[config.mk]
export PLATFORM = sky130hd
export DESIGN_NAME = stage_ex
export DESIGN_NICKNAME = d
export VERILOG_FILES = /design/src/rtl/arm_pkg.sv /design/src/rtl/arm_alu.sv /design/src/rtl/stage_ex.sv
export SDC_FILE = /design/constraint.sdc
export NUM_CORES = 1
export LEC_CHECK = 0
export CAP_MARGIN = 20
export CORE_MARGIN = 4
export CORE_UTILIZATION = 45
export CTS_CLUSTER_SIZE = 24
export DETAILED_ROUTE_END_ITERATION = 8
export PLACE_DENSITY = 0.71
export SYNTH_ARGS = -nofsm -noshare
export SYNTH_HDL_FRONTEND = slang
export SYNTH_HIERARCHICAL = 1
export SYNTH_SLANG_ARGS = --single-unit
export TNS_END_PERCENT = 1
[constraint.sdc]
create_clock -name clk -period 5.9 [get_ports clk]
set_clock_uncertainty 0.05 [all_clocks]
set_input_delay 0.59 -clock clk [delete_from_list [all_inputs] [get_ports clk]]
set_output_delay 0.59 -clock clk [all_outputs]
set_load 0.005 [all_outputs]
[src/rtl/arm_pkg.sv]
// Shared encodings for the ARM pipeline: ALU commands, shift types and
// forward-select codes.
package arm_pkg;

  localparam logic [3:0] EXE_MOV = 4'b0001;
  localparam logic [3:0] EXE_ADD = 4'b0010;
  localparam logic [3:0] EXE_ADC = 4'b0011;
  localparam logic [3:0] EXE_SUB = 4'b0100;
  localparam logic [3:0] EXE_SBC = 4'b0101;
  localparam logic [3:0] EXE_AND = 4'b0110;
  localparam logic [3:0] EXE_ORR = 4'b0111;
  localparam logic [3:0] EXE_EOR = 4'b1000;
  localparam logic [3:0] EXE_MVN = 4'b1001;

  localparam logic [1:0] SH_LSL = 2'b00;
  localparam logic [1:0] SH_LSR = 2'b01;
  localparam logic [1:0] SH_ASR = 2'b10;
  localparam logic [1:0] SH_ROR = 2'b11;

  localparam logic [1:0] FWD_REG = 2'd0;
  localparam logic [1:0] FWD_MEM = 2'd1;
  localparam logic [1:0] FWD_WB  = 2'd2;

endpackage

[src/rtl/arm_alu.sv]
// Combinational ARM ALU. upd = 0 marks an unsupported command whose flags
// must not be written back.
module arm_alu
  import arm_pkg::*;
#(
  parameter int DW = 32
) (
  input  logic [3:0]    exeCmd,
  input  logic [DW-1:0] a,
  input  logic [DW-1:0] b,
  input  logic          cin,
  input  logic          vin,
  output logic [DW-1:0] res,
  output logic [3:0]    nzcv,
  output logic          upd
);

  logic [DW:0] sum;
  logic        c, v;

  always_comb begin
    sum = '0;
    res = '0;
    c   = cin;
    v   = vin;
    upd = 1'b1;
    case (exeCmd)
      EXE_MOV: res = b;
      EXE_MVN: res = ~b;
      EXE_ADD, EXE_ADC: begin
        sum = {1'b0, a} + {1'b0, b} + {{DW{1'b0}}, (exeCmd == EXE_ADC) & cin};
        res = sum[DW-1:0];
        c   = sum[DW];
        v   = (a[DW-1] == b[DW-1]) && (res[DW-1] != a[DW-1]);
      end
      EXE_SUB, EXE_SBC: begin
        // a - b - borrow as a + ~b + carry; carry-out is NOT borrow
        sum = {1'b0, a} + {1'b0, ~b} + {{DW{1'b0}}, (exeCmd == EXE_SUB) | cin};
        res = sum[DW-1:0];
        c   = sum[DW];
        v   = (a[DW-1] != b[DW-1]) && (res[DW-1] != a[DW-1]);
      end
      EXE_AND: res = a & b;
      EXE_ORR: res = a | b;
      EXE_EOR: res = a ^ b;
      default: upd = 1'b0;
    endcase
  end

  assign nzcv = {res[DW-1], (res == '0), c, v};

endmodule

[src/rtl/stage_ex.sv]
// ARM execute stage: Val2 generation, ALU, branch target, NZCV and the EX/MEM
// register. Define FORWARDING_EN to take operands through the forwarding muxes.
module stage_ex
  import arm_pkg::*;
#(
  parameter int DW = 32,
  parameter int RW = 4
) (
  input  logic          clk,
  input  logic          rst,
  input  logic          freeze,
  input  logic          flush,
  input  logic          valid,
  input  logic          wbEnIn,
  input  logic          memREnIn,
  input  logic          memWEnIn,
  input  logic          sIn,
  input  logic          bIn,
  input  logic          immIn,
  input  logic [3:0]    exeCmd,
  input  logic [DW-1:0] pcIn,
  input  logic [DW-1:0] valRn,
  input  logic [DW-1:0] valRm,
  input  logic [11:0]   shiftOperand,
  input  logic [23:0]   imm24,
  input  logic [RW-1:0] destIn,
  input  logic [1:0]    selSrc1,
  input  logic [1:0]    selSrc2,
  input  logic [DW-1:0] fwdMem,
  input  logic [DW-1:0] fwdWb,
  output logic          wbEnOut,
  output logic          memREnOut,
  output logic          memWEnOut,
  output logic [DW-1:0] aluResOut,
  output logic [DW-1:0] valRmOut,
  output logic [RW-1:0] destOut,
  output logic [3:0]    status,
  output logic          branchTaken,
  output logic [DW-1:0] branchAddr
);

  function automatic logic [DW-1:0] rotr(input logic [DW-1:0] x, input logic [4:0] n);
    rotr = (x >> n) | (x << (DW - int'(n)));
  endfunction

  logic [DW-1:0] opRn, opRm;

`ifdef FORWARDING_EN
  always_comb begin
    case (selSrc1)
      FWD_MEM: opRn = fwdMem;
      FWD_WB:  opRn = fwdWb;
      default: opRn = valRn;
    endcase
    case (selSrc2)
      FWD_MEM: opRm = fwdMem;
      FWD_WB:  opRm = fwdWb;
      default: opRm = valRm;
    endcase
  end
  logic unusedBits;
  assign unusedBits = shiftOperand[4];
`else
  assign opRn = valRn;
  assign opRm = valRm;
  logic unusedBits;
  assign unusedBits = ^{selSrc1, selSrc2, fwdMem, fwdWb, shiftOperand[4]};
`endif

  // Val2: rotated immediate, memory offset, or shifted Rm
  logic [DW-1:0] val2;
  logic [4:0]    shAmt;
  assign shAmt = shiftOperand[11:7];

  always_comb begin
    val2 = opRm;
    if (immIn)
      val2 = rotr({{(DW-8){1'b0}}, shiftOperand[7:0]}, {shiftOperand[11:8], 1'b0});
    else if (memREnIn || memWEnIn)
      val2 = {{(DW-12){1'b0}}, shiftOperand};
    else begin
      case (shiftOperand[6:5])
        SH_LSL: val2 = opRm << shAmt;
        SH_LSR: val2 = opRm >> shAmt;
        SH_ASR: val2 = DW'($signed(opRm) >>> shAmt);
        default: val2 = rotr(opRm, shAmt);
      endcase
    end
  end

  logic [DW-1:0] aluRes;
  logic [3:0]    aluNzcv;
  logic          aluUpd;

  arm_alu #(.DW(DW)) uAlu (
    .exeCmd (exeCmd),
    .a      (opRn),
    .b      (val2),
    .cin    (status[1]),
    .vin    (status[0]),
    .res    (aluRes),
    .nzcv   (aluNzcv),
    .upd    (aluUpd)
  );

  assign branchTaken = valid & bIn;
  assign branchAddr  = pcIn + {{(DW-26){imm24[23]}}, imm24, 2'b00};

  always_ff @(posedge clk or negedge rst) begin
    if (!rst)
      status <= '0;
    else if (valid && sIn && !freeze && aluUpd)
      status <= aluNzcv;
  end

  // freeze beats flush; a bubble clears data fields as well as controls
  always_ff @(posedge clk or negedge rst) begin
    if (!rst) begin
      wbEnOut   <= 1'b0;
      memREnOut <= 1'b0;
      memWEnOut <= 1'b0;
      aluResOut <= '0;
      valRmOut  <= '0;
      destOut   <= '0;
    end else if (!freeze) begin
      if (flush || !valid) begin
        wbEnOut   <= 1'b0;
        memREnOut <= 1'b0;
        memWEnOut <= 1'b0;
        aluResOut <= '0;
        valRmOut  <= '0;
        destOut   <= '0;
      end else begin
        wbEnOut   <= wbEnIn;
        memREnOut <= memREnIn;
        memWEnOut <= memWEnIn;
        aluResOut <= aluRes;
        valRmOut  <= opRm;
        destOut   <= destIn;
      end
    end
  end

endmodule

==> impl_metrics.yaml <==
outcome:
  outcome: "finished with violations"
  violations: "setup timing"
critical_path:
  start_kind: "input port"
  arrival_ns: 6.96
  reg2regPathDepth: 16
  cp.buffers_inverters: 5
  path_max_fanout: 3
  cpLargestDelayFamily: "simple AND/OR/NAND/NOR gates"
  timing.rr.start: "status[1]$_DFFE_PN0P_"
  crit_required_ns: 6.16
  reg2reg_to: "status[2]$_DFFE_PN0P_"
  rrSetupSlack_ns: 0.75
  cp_slowest_stage_delay_ns: 0.55
  slowest_stage: "or4_4"
  worst_setup_path_end_kind: "flop"
  critical_path_class: "input port to flop"
clocking:
  htree_levels: 3
  cts-root-buf: "clkbuf_16"
  clk_pin_slew_ns: 0.08
  cts_hold_buf: 0
  cts_max_path_buffers: 2
  cts_made_buffers: 9
  clock_latency_ns: 0.38
  cts_tree: "done"
  cts.sinks: 75
synthesis:
  synth_warnings: 6
  avgSynthCellArea_um2: 7.352
  synthXorXnorAreaFrac_pct: 3.162
  ys.flop_type: "dfrtp_1"
  yosysUniqueCellTypes: 99
  muxShareOfSynthArea_pct: 15.70
  synth_adder_area_share_pct: 9.857
  ys_seq_area_share_pct: 10.95
  synth-async-reset-ratio_pct: 100.0
  synth_top_family_by_area: "compound AO/OA/AOI/OAI gates"
  synth_area_mm2: 0.01714
  synth.net_count: 2682
  synth-simple-area-share_pct: 18.07
  syn_inst: 2331
  synth_compound_area_share_pct: 34.65
  synth-seq-cells: 75
  synth_edf_count: 0
timing:
  setup_viol: 4
  max_freq_mhz: 149.2
  finalHoldViolations: 0
  tns_ns: -1.515
  worst_slew_pin_slew_ns: 0.9217
  layout_setup_ws_ns: -0.8038
  period_needed_ns: 6.704
  slew_headroom_pct: 38.56
  fin_crit_sh_pct: 113.6
  drv_slew: 0
  rsz0062_at_grt: "true"
route:
  wirelength_met1_um: 33820
  via_per_inst: 6.420
  wl_met3_um: 8244
  drt_wl_total_um: 92950
  wire_per_inst_um: 24.98
  top_layer: "met4"
  drt_first_pass_iters: 6
  wl_met2_um: 42770
  drtIter0Drc: 2687
  num_vias: 23890
  ant_nets: 0
  drc: 0
global_routing:
  overflow: 0
  grt_pass1_wl_um: 137900
  grt_max_degree: 72
  antenna_found_initial: 0
  grt_use_total_pct: 42.64
  first_global_vias: 23220
place:
  hpwl_um: 74620
  pre_cts_ws_ns: -1.610
  routabilityCongestion: 1.098
  io_buffers: 254
  dp.cells: 3678
finish:
  stdcell_count: 3721
  final_common_cell: "buf_4"
  nNetsFinal: 3555
  layout_common_cells: "buf_4 (779), nand2_1 (242), clkdlybuf4s50_1 (219)"
  final_layout_size_suffix_gt1_share_pct: 33.84
  area_growth_pct: 56.32
floorplanning:
  num_rows: 71
  coreArea_mm2: 0.03758
  start_util_pct: 45.60
  die_w_um: 203.1
  die_y_um: 203.1
  die-area_mm2: 0.04127
  num_io_pins: 327
power:
  p_leak_uw: 0.01215
  ir_drop_v: 0.0001588
  power_density_mw_per_mm2: 161.9
run:
  maxCapViolations: 0
min_path:
  hp-class: "input port to async pin"
-- registers in the layout, summed over array words and instances (netlist names) --
name	cells
aluResOut	32
valRmOut	32
destOut	4
status	4
memREnOut	1
memWEnOut	1
wbEnOut	1
-- per-layer routing --
metal	track usage, %	vias to the layer above
met5	0	-
li1	-	10550
met3	7.028	481
met4	28.23	0
met2	72.58	1573
met1	49.52	11280
-- stage by stage --
stage	instance area (um2)	hold WS, ns	util, %	total power (uW)
floorplan	17280	0.2444	-	1941
global placement	25440	0.4409	67.70	3425
detailed placement	25440	0.4485	67.70	3476
CTS	26030	0.07435	69.26	4148
global route	26790	0.09897	71.28	4531
finish	26790	0.07960	71.29	4337
-- report_power, final --
part	total (uW)	internal, uW	leakage, uW	switching, uW
Combinational	3140	1510	0.0110	1620
Sequential	584	553	0.00101	31.5
Clock	615	335	0.000145	281
Total	4340	2400	0.0122	1940
-- area by class of cell --
type	instances	area (um2)
flip-flops and latches	75	1877
fillers	3072	10790
clock inverters	7	82.58
clock buffers	9	225.2
diodes	1	2.502
repair buffers	1051	8692
multi-input cells	1946	14810
inverters	121	464.2
well taps	511	639.4
-- cells in the mapped netlist (all sizes together), types with 12 or more instances --
cell type  count  area [um2]
a22o          74       648.1
o21a          13       97.59
a21oi        193       965.9
o32ai         12       105.1
a311oi        12       105.1
xor2          16       147.7
nand2b        12       75.07
nand3         68       340.3
nor2         201       754.5
mux2i        116        1181
o21ai        168       840.8
a31oi         27       168.9
ha           127        1589
a221oi        19       166.4
o221ai        19       172.7
nor3          53       265.3
o31ai         25       187.7
dfrtp         75        1877
inv          120       450.4
o211ai        53       397.9
nand2        244       915.9
o22ai         30       187.7
nor2b         18       112.6
o21bai        14       105.1
a2111oi       12       131.4
o311ai        15       148.9
nand4         13       81.33
a211oi        41       312.8
mux4          43       990.9
xnor2         45       394.1
a21o          31       232.7
buf           71       407.9
clkbuf       118       442.9
mux2          46       518.0
-- how the worst max path moves through the flow --
stage	start	endpoint	slack, ns	cells past startpoint
2_1_floorplan	shiftOperand[7]	status[2]$_DFFE_PN0P_	-1.17	31
5_1_grt	valRm[2]	status[2]$_DFFE_PN0P_	-0.98	25
4_1_cts	valRm[9]	status[2]$_DFFE_PN0P_	-0.84	24
6_report	shiftOperand[8]	status[2]$_DFFE_PN0P_	-0.80	26
3_3_place_gp	valRm[7]	status[2]$_DFFE_PN0P_	-1.50	26
3_5_place_dp	valRm[8]	status[2]$_DFFE_PN0P_	-1.61	26
-- cells by family after synthesis --
family / after synthesis
AOI/OAI and AO/OA: 862
and+or+nand+nor: 686
buffers and inverters: 310
muxes: 205
adders and majority gates: 132
DFF: 75
xor gates and xnor gates: 61
-- what timing repair did --
action | in CTS | in global routing
buffers inserted | 6 | 21
setup endpoints to repair | 17 | 21
pin swaps | 15 | 43
gates resized for setup | 60 | 150
No activity file was read; power rests on OpenSTA's default activity.
